### src/rtl/i2s_master_ctrl.sv
`timescale 1ns/1ps
// Purpose: I2S master bit-clock / word-select generator with start and stop-at-frame-boundary control.
// Latency: busy and lrclk=0 one cycle after start; first sclk rise div+1 cycles after that.
// Backpressure: none; start/stop are single-cycle pulses, stop takes effect at the next frame wrap.
module i2s_master_ctrl #(
    parameter int DW        = 24,
    parameter int SLOT_BITS = 32,
    parameter int DIVW      = 8
) (
    input  logic            clk,
    input  logic            rst_n,
    input  logic            start,
    input  logic            stop,
    input  logic [DIVW-1:0] div,
    output logic            sclk,
    output logic            lrclk,
    output logic            busy,
    output logic            frame_strobe,
    output logic [15:0]     frame_count
);
    localparam int BCW = $clog2(2 * SLOT_BITS);
    localparam logic [BCW-1:0] BIT_LAST  = BCW'(2 * SLOT_BITS - 1);
    localparam logic [BCW-1:0] SLOT_LAST = BCW'(SLOT_BITS - 1);

    if (SLOT_BITS < DW + 1 || SLOT_BITS > 64) begin : g_bad_slot
        $error("SLOT_BITS must lie in DW+1..64");
    end

    typedef enum logic [1:0] {IDLE = 2'd0, RUN = 2'd1, DRAIN = 2'd2} state_t;

    state_t          state;
    logic [1:0]      rst_sync;
    logic [DIVW-1:0] div_q;
    logic [DIVW-1:0] div_cnt;
    logic [BCW-1:0]  bit_cnt;
    logic            half_done;
    logic            fall_edge;
    logic            frame_wrap;

    // start is only honoured once reset release has passed through both flops
    always_ff @(posedge clk or negedge rst_n) begin
        if (!rst_n) rst_sync <= 2'b00;
        else        rst_sync <= {rst_sync[0], 1'b1};
    end

    assign half_done  = (div_cnt == div_q);
    assign fall_edge  = half_done && sclk;
    assign frame_wrap = fall_edge && (bit_cnt == BIT_LAST);

    always_ff @(posedge clk or negedge rst_n) begin
        if (!rst_n) begin
            state        <= IDLE;
            sclk         <= 1'b0;
            lrclk        <= 1'b1;
            busy         <= 1'b0;
            frame_strobe <= 1'b0;
            frame_count  <= 16'd0;
            div_q        <= '0;
            div_cnt      <= '0;
            bit_cnt      <= '0;
        end else begin
            frame_strobe <= 1'b0;
            case (state)
                IDLE: begin
                    if (rst_sync[1] && start && !stop) begin
                        div_q       <= div;
                        div_cnt     <= '0;
                        bit_cnt     <= '0;
                        frame_count <= 16'd0;
                        sclk        <= 1'b0;
                        lrclk       <= 1'b0;
                        busy        <= 1'b1;
                        state       <= RUN;
                    end
                end
                RUN, DRAIN: begin
                    if (state == RUN && stop) state <= DRAIN;
                    if (half_done) begin
                        div_cnt <= '0;
                        sclk    <= ~sclk;
                        // bit index and word select advance only as sclk falls
                        if (sclk) begin
                            bit_cnt <= frame_wrap ? '0 : bit_cnt + BCW'(1);
                            lrclk   <= !frame_wrap && (bit_cnt >= SLOT_LAST);
                        end
                        if (frame_wrap) begin
                            frame_strobe <= 1'b1;
                            frame_count  <= frame_count + 16'd1;
                            if (state == DRAIN) begin
                                sclk  <= 1'b0;
                                lrclk <= 1'b1;
                                busy  <= 1'b0;
                                state <= IDLE;
                            end
                        end
                    end else begin
                        div_cnt <= div_cnt + DIVW'(1);
                    end
                end
                default: state <= IDLE;
            endcase
        end
    end
endmodule

### config.mk
export PLATFORM = sky130hd
export DESIGN_NAME = i2s_master_ctrl
export DESIGN_NICKNAME = d
export VERILOG_FILES = /design/src/rtl/i2s_master_ctrl.sv
export SDC_FILE = /design/constraint.sdc
export NUM_CORES = 1
export LEC_CHECK = 0
export ABC_CLOCK_PERIOD_IN_PS = 5000
export BUFFER_PORTS_ARGS = -buffer_cell sky130_fd_sc_hd__buf_2
export CELL_PAD_IN_SITES_DETAIL_PLACEMENT = 0
export CELL_PAD_IN_SITES_GLOBAL_PLACEMENT = 2
export CORE_UTILIZATION = 25
export DETAILED_ROUTE_END_ITERATION = 16
export GPL_TIMING_DRIVEN = 0
export PLACE_DENSITY_LB_ADDON = 0.15
export RECOVER_POWER = 25
export SYNTH_ARGS = -nofsm -noshare
export SYNTH_HDL_FRONTEND = slang
export SYNTH_SLANG_ARGS = --single-unit
### constraint.sdc
create_clock -name clk -period 5 [get_ports clk]
set_clock_uncertainty 0.1 [all_clocks]
set_input_delay 0.25 -clock clk [delete_from_list [all_inputs] [get_ports clk]]
set_output_delay 0.25 -clock clk [all_outputs]
set_load 0.02 [all_outputs]
# == Yosys cells after proc, flatten, opt, wreduce, memory -nomap -nowiden ==
# Cells that the tools add are included.
# totals
wordCells,77
regBits,46
out_inout_bits,20
# classes
add_sub_neg,3
n_eq_ne,9
bitwise,1
magnitude_cmp,1
n_reduce_logical,17
muxes,36
# op_table
operator,count
$mux W16,3
$pmux W16 S2,1
$mux W6,4
$add A16 B1 Y16 const B,1
$mux W8,2
$pmux W8 S2,1
$mux W1,15
$pmux W6 S2,1
$mux W2,5
$ne A2 B2 Y1 const B,5
$add A8 B1 Y8 const B,1
$eq A8 B8 Y1,1
$reduce_and A4 Y1,2
$add A6 B1 Y6 const B,1
$eq A6 B6 Y1 const B,1
$ge A6 B5 Y1 const B,1
$logic_and A1 B1 Y1,6
$pmux W1 S2,3
$reduce_and A5 Y1,1
$pmux W2 S2,1
$reduce_and A2 Y1,2
$reduce_and A3 Y1,1
$eq A2 B1 Y1 const B,1
$eq A2 B2 Y1 const B,1
5 further kinds,6

# == Longest topological paths before layout ==
# Gate-level depths: netlist of run 1.
# depth
ltp_word,10
ltp_mapped,9
ltp_nobuf,7

# == Least setup slack after synthesis of run 1 ==
# OpenSTA, ideal clock, no wires.
# synth_timing
kind,reg-to-reg
start,register state[0]
end,register frame_count[10]
path_stages_with_launch,10
t_arrival_ns,2.043
required_time_ns,4.822
n_path_buf,2
setup_slack_ns,2.779
setup_ns,0.078
cell_sequence,dfrtp_1 -> inv_1 -> ha_1 -> and4b_1 -> buf_4 -> o21a_1 -> nand2_1 -> buf_2 -> or4_1 -> a21oi_1
# synth_between
elab_chain_len,4
elab_cells_between_ends,10
# synth_lines
element,line,rtl
start: declaration,31,state_t state;
start signal: assignment,52,state <= IDLE;
start signal: assignment,73,state <= RUN;
start signal: assignment,77,if (state == RUN && stop) state <= DRAIN;
$eq A2 B1 Y1 / $eq A2 B2 Y1 (equally long branches),63,case (state)
$reduce_or A2 Y1,63,
$ne A2 B2 Y1 (no source line) / $reduce_bool A2 Y1 (equally long branches),-,
$reduce_and A4 Y1 (no source line),-,
end signal: assignment,88,frame_count <= frame_count + 16'd1;
end: declaration,19,output logic [15:0] frame_count
# Several ways; a longest one is shown, not always the timed one.
# A chain may end at the register's enable or synchronous reset.

# == Worst setup path in the final report of run 1 ==
# layout_timing
start,register state[1]
end,register frame_count[14]
# The elaborated chain is that of the path after synthesis.

==> impl_metrics.json, run 1 <==
{
  "status": "finished with violations",
  "violations": "max-capacitance violations, max-slew violations",
  "synth_nets": 288,
  "clockBufferDepth": 2,
  "swShare_pct": 21.1,
  "clk_pin_slew_ns": 0.09,
  "drc": 0,
  "finalHoldViolCount": 0,
  "totalPowerFinal_mw": 0.667,
  "synth_seq_cells": 46,
  "wirelength_mm": 6.37,
  "startpoint_type": "flop",
  "rsz0062_at_grt": "no",
  "power.density_nw_per_um2": 227,
  "synthCells": 269,
  "max_slew_margin_pct": -78.4,
  "holdCritStartpoint": "div[1]",
  "gr-total-overflow": 0,
  "fin_crit_sh_pct": 50.5,
  "syn_area_um2": 2500,
  "core_area_um2": 9730,
  "clkPwrFrac_pct": 42.1,
  "max_freq_mhz": 396,
  "synth_cell_types": 46,
  "p_comb_share_pct": 1.9,
  "detail-route-antenna-nets": 0,
  "min_to": "div_q[1]$_DFFE_PN0P_",
  "hold_depth": 3,
  "grt_usage_pct": 13.3,
  "seq_power_share_pct": 55.9,
  "cp.required_ns": 5.12,
  "worstSkewPairLatency_ns": 0.30,
  "crit_path_top_delay_cell": "or4_1",
  "cts_setup_buffers": 0,
  "htreeDepth": 2,
  "viasPerCell": 4.80,
  "worst_pin_slew_ns": 2.68,
  "reg2regPathDepth": 9,
  "hold_buffers": 0,
  "crit_cells": 9,
  "max_stage_delay_ns": 0.51,
  "area_growth_pct": 17.0,
  "grt_max_degree": 47,
  "p_leak_nw": 1.32,
  "r2r_slack_ns": 2.47,
  "start_util_pct": 25.7,
  "dr.pass1.iters": 4,
  "slew_viol_final": 47,
  "path_buf_inv": 3,
  "worstReg2RegEnd": "frame_count[14]$_DFFE_PN0P_",
  "worst_setup_path_end_kind": "flop",
  "post_cts_resized": 0,
  "syn_area_per_cell_um2": 9.31,
  "crit_fanout": 10,
  "nFillCells": 1064,
  "layout-drive-gt1-share_pct": 16.2,
  "antenna_found_initial": 0,
  "timing.max_cap.violations": 1,
  "cts-root-buf": "clkbuf_8",
  "portBuffers": 31,
  "hp-class": "input pin to flop",
  "die-area_um2": 10400,
  "vdd_drop_max_mv": 0.169,
  "yosysWarnings": 0,
  "first_global_vias": 2117,
  "ys_seq_area_share_pct": 46.0,
  "grt_pass1_wl_mm": 10.8,
  "io_pins": 32,
  "r2r_start": "state[1]$_DFFE_PN0P_",
  "fin_nets": 326,
  "crit_arrival_ns": 2.65,
  "path_class": "flop to flop",
  "clock-sinks": 46,
  "setup_violations": 0,
  "dpl.hpwl_mm": 4.47,
  "die_x_um": 102,
  "worstPathCellList": "inv_1 -> ha_1 -> and4b_1 -> buf_4 -> o21a_1 -> nand2_1 -> buf_2 -> or4_1 -> a21oi_1",
  "crit_family": "simple AND/OR/NAND/NOR gates",
  "diodes": 0,
  "fin_setup_tns_ns": 0,
  "cts_buffers": 5,
  "fp-row-count": 36,
  "min_period_ns": 2.53,
  "cts_tree": "yes",
  "fp.dieH_um": 102,
  "wl_per_cell_um": 14.4,
  "vias": 2119,
  "drt_iter0_markers": 71,
  "internal-power_mw": 0.526,
  "power_switching_mw": 0.141,
  "globalplace.congestion": 0.707
}
-- synthesized netlist by cell type, drive strengths merged --
master   count  area [um2]
dfrtp       45        1130
nand2       44         165
o21ai       20         100
a21oi       19        95.1
o31ai       13        97.6
nor2        11        41.3
or4         11        82.6
nand3       10        50.1
inv          8        30.0
nand4        8        50.1
xor2         8        70.1
buf          7        37.5
ha           7        87.6
or3          5        31.3
clkbuf       4        15.0
nand2b       4        25.0
a211oi       3        22.5
and2         3        18.8
and3         3        18.8
and4         3        26.3
mux2i        3        30.0
nor4         3        48.8
o22ai        3        18.8
a31oi        2        18.8
mux2         2        22.5
nor2b        2        12.5
xnor2        2        17.5
a21o         1        7.51
a221oi       1        8.76
a41o         1        10.0
a41oi        1        8.76
and4b        1        10.0
conb         1        3.75
dfstp        1        26.3
nand3b       1        7.51
nand4b       1        8.76
nor3         1        5.00
o21a         1        7.51
o2bb2ai      1        8.76
o31a         1        8.76
o41ai        1        8.76
or2          1        6.26
or3b         1        8.76
-- sequential cells by signal, indices dropped and copies added, names as in the netlist --
register / cells
frame_count: 16
frame_strobe: 1
state: 2
div_cnt: 8
bit_cnt: 6
rst_sync: 2
div_q: 8
sclk: 1
busy: 1
lrclk: 1
-- worst reg2reg max path: stages, from the launching register on --
cell and delay (ns):
dfrtp_1 0.40, inv_1 0.11, ha_1 0.31, and4b_1 0.23, buf_4 0.17, o21a_1 0.19, nand2_1 0.10, buf_2 0.19
or4_1 0.51, a21oi_1 0.15
-- metrics by stage --
| step | hold slack (ns) | std cells | area, um2 | worst slack, ns | util (%) |
|---|---|---|---|---|---|
| after global routing | 0.0374 | 441 | 2930 | 1.99 | 30.1 |
| final | 0.0312 | 441 | 2930 | 2.47 | 30.1 |
| after global placement | 0.234 | 433 | 2830 | 2.40 | 29.1 |
| after detailed placement | 0.237 | 433 | 2830 | 2.44 | 29.1 |
| after CTS | 0.0266 | 441 | 2930 | 2.41 | 30.1 |
| after floorplan | -0.146 | 269 | 2500 | 2.78 | - |
-- cell families after synthesis --
logic type / after synthesis / synth area share, %
simple gates: 113 / 24.6
compound gates: 68 / 16.8
flops: 46 / 46.0
buf+inv: 19 / 3.30
xor+xnor: 10 / 3.50
fa+ha+maj: 7 / 3.50
mux: 5 / 2.10
other cells: 1 / 0.150
-- cell usage in the layout (no fill, tap or decap), drive strengths merged, types with 4 or more instances in the layout --
| master | n |
|---|---|
| nor2 | 11 |
| nand2 | 44 |
| o31ai | 13 |
| a21oi | 19 |
| buf | 37 |
| or4 | 11 |
| nand4 | 8 |
| nand2b | 4 |
| xor2 | 8 |
| dfrtp | 45 |
| clkbuf | 12 |
| nand3 | 10 |
| inv | 8 |
| or3 | 5 |
| o21ai | 20 |
| ha | 7 |
-- worst max path at each step --
stage	slack (ns)	end	startpoint
floorplan	2.78	frame_count[10]$_DFFE_PN0P_	state[0]$_DFFE_PN0P_
global placement	2.40	frame_count[14]$_DFFE_PN0P_	state[1]$_DFFE_PN0P_
finish	2.47	frame_count[14]$_DFFE_PN0P_	state[1]$_DFFE_PN0P_
detailed placement	2.44	frame_count[14]$_DFFE_PN0P_	state[1]$_DFFE_PN0P_
CTS	2.41	frame_count[10]$_DFFE_PN0P_	state[1]$_DFFE_PN0P_
global route	1.99	frame_count[4]$_DFFE_PN0P_	rst_n
-- final cells by class --
type	count	area, um2	area share (%)
plain buffers	11	52.6	1.79
clock buffers	7	76.3	2.60
clock inverters	1	30.0	1.02
inverters	8	30.0	1.02
multi-input cells	204	1270	43.3
flip-flops and latches	46	1150	39.3
well taps	133	166	5.68
repair buffers	31	154	5.25
-- power groups by stage --
stage / Sequential, mW / Clock (mW) / Combinational [mW]
after floorplan: 0.380 / 0 / 0.000749
after global placement: 0.380 / 0 / 0.0144
after detailed placement: 0.380 / 0 / 0.0142
after CTS: 0.373 / 0.293 / 0.0142
after global routing: 0.373 / 0.307 / 0.0155
final: 0.373 / 0.281 / 0.0129
-- per-layer routing --
metal / global-route usage, % / vias to the layer above / share of wire (%)
met5: 0 / - / 0
met4: 3.96 / 0 / 1.7
met3: 2.33 / 7 / 2.1
met2: 19.9 / 22 / 44
met1: 19.6 / 1029 / 52
li1: - / 1061 / -
Power figures use the tool's default switching activity.
==> inputs of run 2 (changes only) <==
ABC_AREA = 1   (was unset)
ABC_CLOCK_PERIOD_IN_PS = 2350   (was 5000)
clock period = 2.35 ns   (was 5 ns; I/O delays follow)
==> run 2 against run 1 <==
The run now ends clean. Non-clock buffer count increased by 5. Worst setup slack lost 2.2 ns. Via count is 9.2% higher. Sequential power grew 110%. Clock-buffer cell count shrank 2. Sequential share of layout area is 4.0 points lower. Clock power rose by 120%. Combinational power grew to 3.0 times the previous value. Largest cell class unchanged.
==> impl_metrics.json, run 2 <==
{
  "status": "finished clean",
  "yosys-top-cells-count": "nand2_1, dfrtp_1, nor2_1",
  "yosys.area.top_type": "dfrtp_1",
  "core_area_um2": 10500,
  "synth_area_leaders": "dfrtp_1, nand2_1, nor2_1",
  "worstSetupEndpoint": "bit_cnt[2]$_DFFE_PN0P_",
  "ff_latch_area_um2": 1150,
  "cts_buffers": 5,
  "drt_iter0_markers": 71,
  "crit_path_top_delay_cell": "dfrtp_1",
  "hp-class": "input pin to flop",
  "crit_top_cell": "nor2_1",
  "fp.dieH_um": 107,
  "htreeDepth": 2,
  "syn_area_um2": 2750,
  "r2r_slack_ns": 0.29,
  "crit_fanout": 10,
  "hold_depth": 3,
  "crit_arrival_ns": 2.19,
  "slew_viol_final": 0,
  "worstReg2RegEnd": "bit_cnt[2]$_DFFE_PN0P_",
  "utilization_pct": 31.1,
  "clock-sinks": 46,
  "viasPerCell": 4.27,
  "final_cell_mix": "nand2_1, dfrtp_1, nor2_1",
  "antenna_found_initial": 0,
  "critPathLaunch": "state[0]$_DFFE_PN0P_",
  "worst_setup_path_end_kind": "flop",
  "finalHoldViolCount": 0,
  "max_stage_delay_ns": 0.40,
  "synth_seq_cells": 46,
  "synth_top_area_share_pct": 40.9,
  "vdd_drop_max_mv": 0.209,
  "grt_usage_pct": 13.4,
  "synth_most_common_cell": "nand2_1",
  "fin_nets": 424,
  "globalplace.congestion": 0.708,
  "synth_edf_count": 0,
  "worstSkewPairLatency_ns": 0.31,
  "worstPathCellList": "inv_1 -> ha_1 -> clkinvlp_4 -> nor2_1 -> nor2_1 -> nand2_4 -> buf_2 -> nand2_1 -> o21ai_1",
  "syn_area_per_cell_um2": 7.69,
  "cts_tree": "yes",
  "synthCells": 358,
  "path_class": "flop to flop",
  "io_pins": 32,
  "max_slew_margin_pct": 17.9,
  "ys_seq_area_share_pct": 41.9,
  "wirelength_mm": 6.93,
  "synth_top_flop_cell": "dfrtp_1",
  "final_common_cell": "nand2_1",
  "diodes": 0,
  "power.density_nw_per_um2": 445,
  "first_global_vias": 2334,
  "synth_cell_types": 37,
  "totalPowerFinal_mw": 1.45,
  "die_x_um": 107,
  "wl_per_cell_um": 12.8,
  "timing.max_cap.violations": 0,
  "rsz0062_at_grt": "no",
  "cts-root-buf": "clkbuf_8",
  "die-area_um2": 11400,
  "area_growth_pct": 18.5,
  "detail-route-antenna-nets": 0,
  "synth_nets": 377,
  "grt_pass1_wl_mm": 11.9,
  "dr.pass1.iters": 4,
  "clk_pin_slew_ns": 0.10,
  "min_period_ns": 2.06,
  "grt_max_degree": 47,
  "yosysWarnings": 0,
  "p_leak_nw": 1.55,
  "largest_register_ffs": 16,
  "nFillCells": 1168,
  "async_flop_share_pct": 100,
  "start_util_pct": 26.2,
  "r2r_start": "state[0]$_DFFE_PN0P_",
  "max_freq_mhz": 486,
  "reg2regPathDepth": 9,
  "vias": 2314,
  "hold_slack_ns": 0.0320,
  "drc": 0,
  "dpl.hpwl_mm": 5.01,
  "fin_crit_sh_pct": 87.5,
  "cp.required_ns": 2.48,
  "fp-row-count": 37,
  "reg.largest.list": "frame_count (16), div_cnt (8), div_q (8)",
  "regMostFlops": "frame_count",
  "worst_pin_slew_ns": 1.23,
  "startpoint_type": "flop",
  "portBuffers": 31,
  "layout-drive-gt1-share_pct": 13.8,
  "setup_violations": 0,
  "clockBufferDepth": 2,
  "fin_setup_tns_ns": 0,
  "multi_input_area_um2": 1410,
  "gr-total-overflow": 0
}
run 2: cells by family after synthesis:
family                     synth area share, %
and+or+nand+nor                           35.9
AOI/OAI and AO/OA                         5.36
adders and majority gates                 3.18
other                                    0.136
muxes                                     1.23
buffers and inverters                     7.00
xor gates and xnor gates                  5.36
DFF                                       41.9
run 2: report_power, final:
group          switching, mW  total, mW  internal [mW]
Sequential          0.000344      0.793          0.793
Clock                  0.305      0.622          0.317
Combinational         0.0219     0.0383         0.0164
Total                  0.327       1.45           1.13
run 2: cell type report:
cell class,count,share of cell area (%)
multi-input cells,273,43.2
flip-flops and latches,46,35.3
repair buffers,40,6.75
well taps,136,5.21
inverters,32,3.87
plain buffers,7,2.15
clock buffers,5,2.11
clock inverters,3,1.38
run 2: metrics by stage:
stage / worst slack (ns) / cell area, um2 / instances
2_1_floorplan: 0.597 / 2750 / 358
3_3_place_gp: 0.158 / 3080 / 525
3_5_place_dp: 0.173 / 3080 / 525
4_1_cts: 0.136 / 3280 / 542
5_1_grt: 0.0510 / 3260 / 542
6_report: 0.294 / 3260 / 542
run 2: critical path, delay by kind of cell, from the launching register on:
kind | cells | cell delay, ns
AO/OA/AOI/OAI | 1 | 0.08
adder cells (fa/ha/maj) | 1 | 0.35
buffers and inverters | 3 | 0.56
flip-flops | 1 | 0.40
AND/OR/NAND/NOR | 4 | 0.50
run 2: worst min path at each step:
stage	to	slack, ns	start
after floorplan	bit_cnt[0]$_DFFE_PN0P_	-0.28	rst_n
after global placement	rst_sync[1]$_DFF_PN0_	0.23	rst_sync[0]$_DFF_PN0_
after detailed placement	rst_sync[1]$_DFF_PN0_	0.24	rst_sync[0]$_DFF_PN0_
after CTS	state[1]$_DFFE_PN0P_	0.02	stop
after global routing	state[1]$_DFFE_PN0P_	0.04	stop
final	state[1]$_DFFE_PN0P_	0.03	stop
run 2: timing repair:
item | in CTS | in global routing
hold buffers | 9 | 0
endpoints found under the hold margin | 53 | 0
setup buffers | 0 | 0
gates resized for setup | 0 | 3
setup endpoints to repair | 0 | 11
run 2: routing by layer:
metal,wire (um),global-route usage (%),vias up
li1,-,-,1217
met1,3800,20.1,1059
met2,2880,19.9,30
met3,190,2.25,8
met4,70,3.23,0
met5,0,0,-
==> inputs of run 3 (changes only) <==
CORE_ASPECT_RATIO = 1.2   (was unset)
==> run 3 against run 2 <==
The run now ends with design-rule violations, negative hold slack left. Fmax down 2.2%. Total power up 22%. Utilization up 0.33 points. Largest power group is now the clock network.
==> impl_metrics.json, run 3 (synthesis gave the netlist of run 2 again) <==
{
  "fp.dieH_um": 117,
  "vias": 2324,
  "setup_violations": 0,
  "clock-sinks": 46,
  "hold_slack_ns": -0.00676,
  "max_freq_mhz": 475,
  "wirelength_mm": 7.00,
  "detail-route-antenna-nets": 0,
  "die_x_um": 97.8,
  "wl_met3_um": 203,
  "r2r_start": "state[0]$_DFFE_PN0P_",
  "cts_buffers": 5,
  "io_pins": 32,
  "clk_pin_slew_ns": 0.07,
  "drc": 4,
  "fin_setup_tns_ns": 0,
  "holdCritStartpoint": "div[4]",
  "diodes": 0,
  "viasPerCell": 4.36,
  "fp-row-count": 41,
  "first_global_vias": 2395,
  "cts-root-buf": "clkbuf_16",
  "utilization_pct": 31.4,
  "htreeDepth": 2,
  "final_common_cell": "nand2_1",
  "cts_setup_buffers": 0,
  "worstSkewPairLatency_ns": 0.29,
  "final_cell_area_um2": 3330,
  "timing.max_cap.violations": 0,
  "p_leak_nw": 1.67,
  "power.density_nw_per_um2": 534,
  "dr.pass1.iters": 10,
  "critPathLaunch": "state[0]$_DFFE_PN0P_",
  "reg.largest.list": "frame_count (16), div_cnt (8), div_q (8)",
  "post_cts_resized": 0,
  "gr-total-overflow": 0,
  "path_class": "flop to flop",
  "min_period_ns": 2.10,
  "wl_per_cell_um": 13.1,
  "cp.required_ns": 2.45,
  "dpl.hpwl_mm": 5.16,
  "area_growth_pct": 21.0,
  "preCtsSetupSlack_ns": 0.200,
  "regMostFlops": "frame_count",
  "fin_crit_sh_pct": 89.5,
  "met1Wirelength_mm": 3.21,
  "violations": "design-rule violations, negative hold slack",
  "final_cell_mix": "nand2_1, nor2_1, dfrtp_1",
  "fin_nets": 422,
  "grt_pass1_wl_mm": 11.7,
  "startpoint_type": "flop",
  "layout-drive-gt1-share_pct": 17.8,
  "stdcell_count": 533,
  "die-area_um2": 11400,
  "finalHoldViolCount": 2,
  "portBuffers": 31,
  "topRoutingLayerUsed": "met4",
  "antenna_found_initial": 0,
  "globalplace.congestion": 0.689,
  "rsz0062_at_grt": "no",
  "status": "finished with violations",
  "vdd_drop_max_mv": 0.290,
  "clockBufferDepth": 2,
  "max_slew_margin_pct": 15.2,
  "worst_setup_path_end_kind": "flop",
  "grt_max_degree": 47,
  "largest_register_ffs": 16,
  "crit_arrival_ns": 2.20,
  "drt_iter0_markers": 66,
  "setup_slack_ns": 0.246,
  "crit_fanout": 8,
  "start_util_pct": 25.9,
  "wl_met2_mm": 3.48,
  "cts_tree": "yes",
  "worst_pin_slew_ns": 1.27,
  "core_area_um2": 10600,
  "dpl.cell_count": 518,
  "slew_viol_final": 0,
  "grt_usage_pct": 13.4,
  "post_dp_cell_area_um2": 3070,
  "hp-class": "input pin to flop"
}
run 3: cell count changes in the layout (fill, tap and decap cells not counted), moves of 2 or more:
| cell | before | now |
|---|---|---|
| buf_2 | 12 | 31 |
| clkbuf_8 | 6 | 1 |
| clkbuf_16 | 0 | 5 |
| clkbuf_1 | 20 | 1 |
| dlygate4sd3_1 | 9 | 7 |
| clkinvlp_4 | 3 | 0 |
run 3: final timing paths:
kind | endpoint | slack (ns) | cells after the start
hold / removal | div_q[4]$_DFFE_PN0P_ | -0.007 | 3
max in group asynchronous | bit_cnt[5]$_DFFE_PN0P_ | 1.39 | 1
setup reg to reg | div_cnt[2]$_DFFE_PN0P_ | 0.25 | 8
hold reg to reg | rst_sync[1]$_DFF_PN0_ | 0.25 | 0
setup / recovery | div_cnt[2]$_DFFE_PN0P_ | 0.25 | 8
min in group asynchronous | div_q[5]$_DFFE_PN0P_ | 0 | 1
run 3: layer usage:
metal	vias up	GRT usage [%]
li1	1220	-
met5	-	0
met4	0	5.15
met1	1061	15.2
met2	37	25.2
met3	6	2.20
run 3: repair_timing:
item                       CTS  global route
setup endpoints to repair    0             0
hold endpoints to repair     7             0
hold buffers                 7             0
run 3: area by class of cell:
cell class | instances | area [um2]
repair buffers | 38 | 224
clock inverters | 3 | 68.8
plain buffers | 7 | 70.1
inverters | 32 | 123
fillers | 1156 | 7290
clock buffers | 5 | 125
well taps | 129 | 161
flip-flops and latches | 46 | 1150
multi-input cells | 273 | 1410
run 3: metrics by stage:
step | total power [mW] | hold slack (ns)
2_1_floorplan | 0.810 | -0.278
3_3_place_gp | 0.838 | 0.232
3_5_place_dp | 0.838 | 0.236
4_1_cts | 1.81 | 0.00185
5_1_grt | 1.84 | 0.0210
6_report | 1.78 | -0.00676
run 3: power breakdown:
| part | internal, mW | leakage (nW) | switching, mW | total [mW] |
|---|---|---|---|---|
| combinational | 0.0142 | 0.988 | 0.0218 | 0.0360 |
| sequential | 0.793 | 0.588 | 0.000377 | 0.793 |
| clock | 0.612 | 0.0940 | 0.337 | 0.949 |
run 3: critical path, stage by stage (launching register included):
cell and delay [ns]:
dfrtp_1 0.41, inv_1 0.11, ha_1 0.21, inv_1 0.09, nor2_1 0.34, nor2_2 0.15
nand2_1 0.21, inv_1 0.17, nor3b_1 0.21
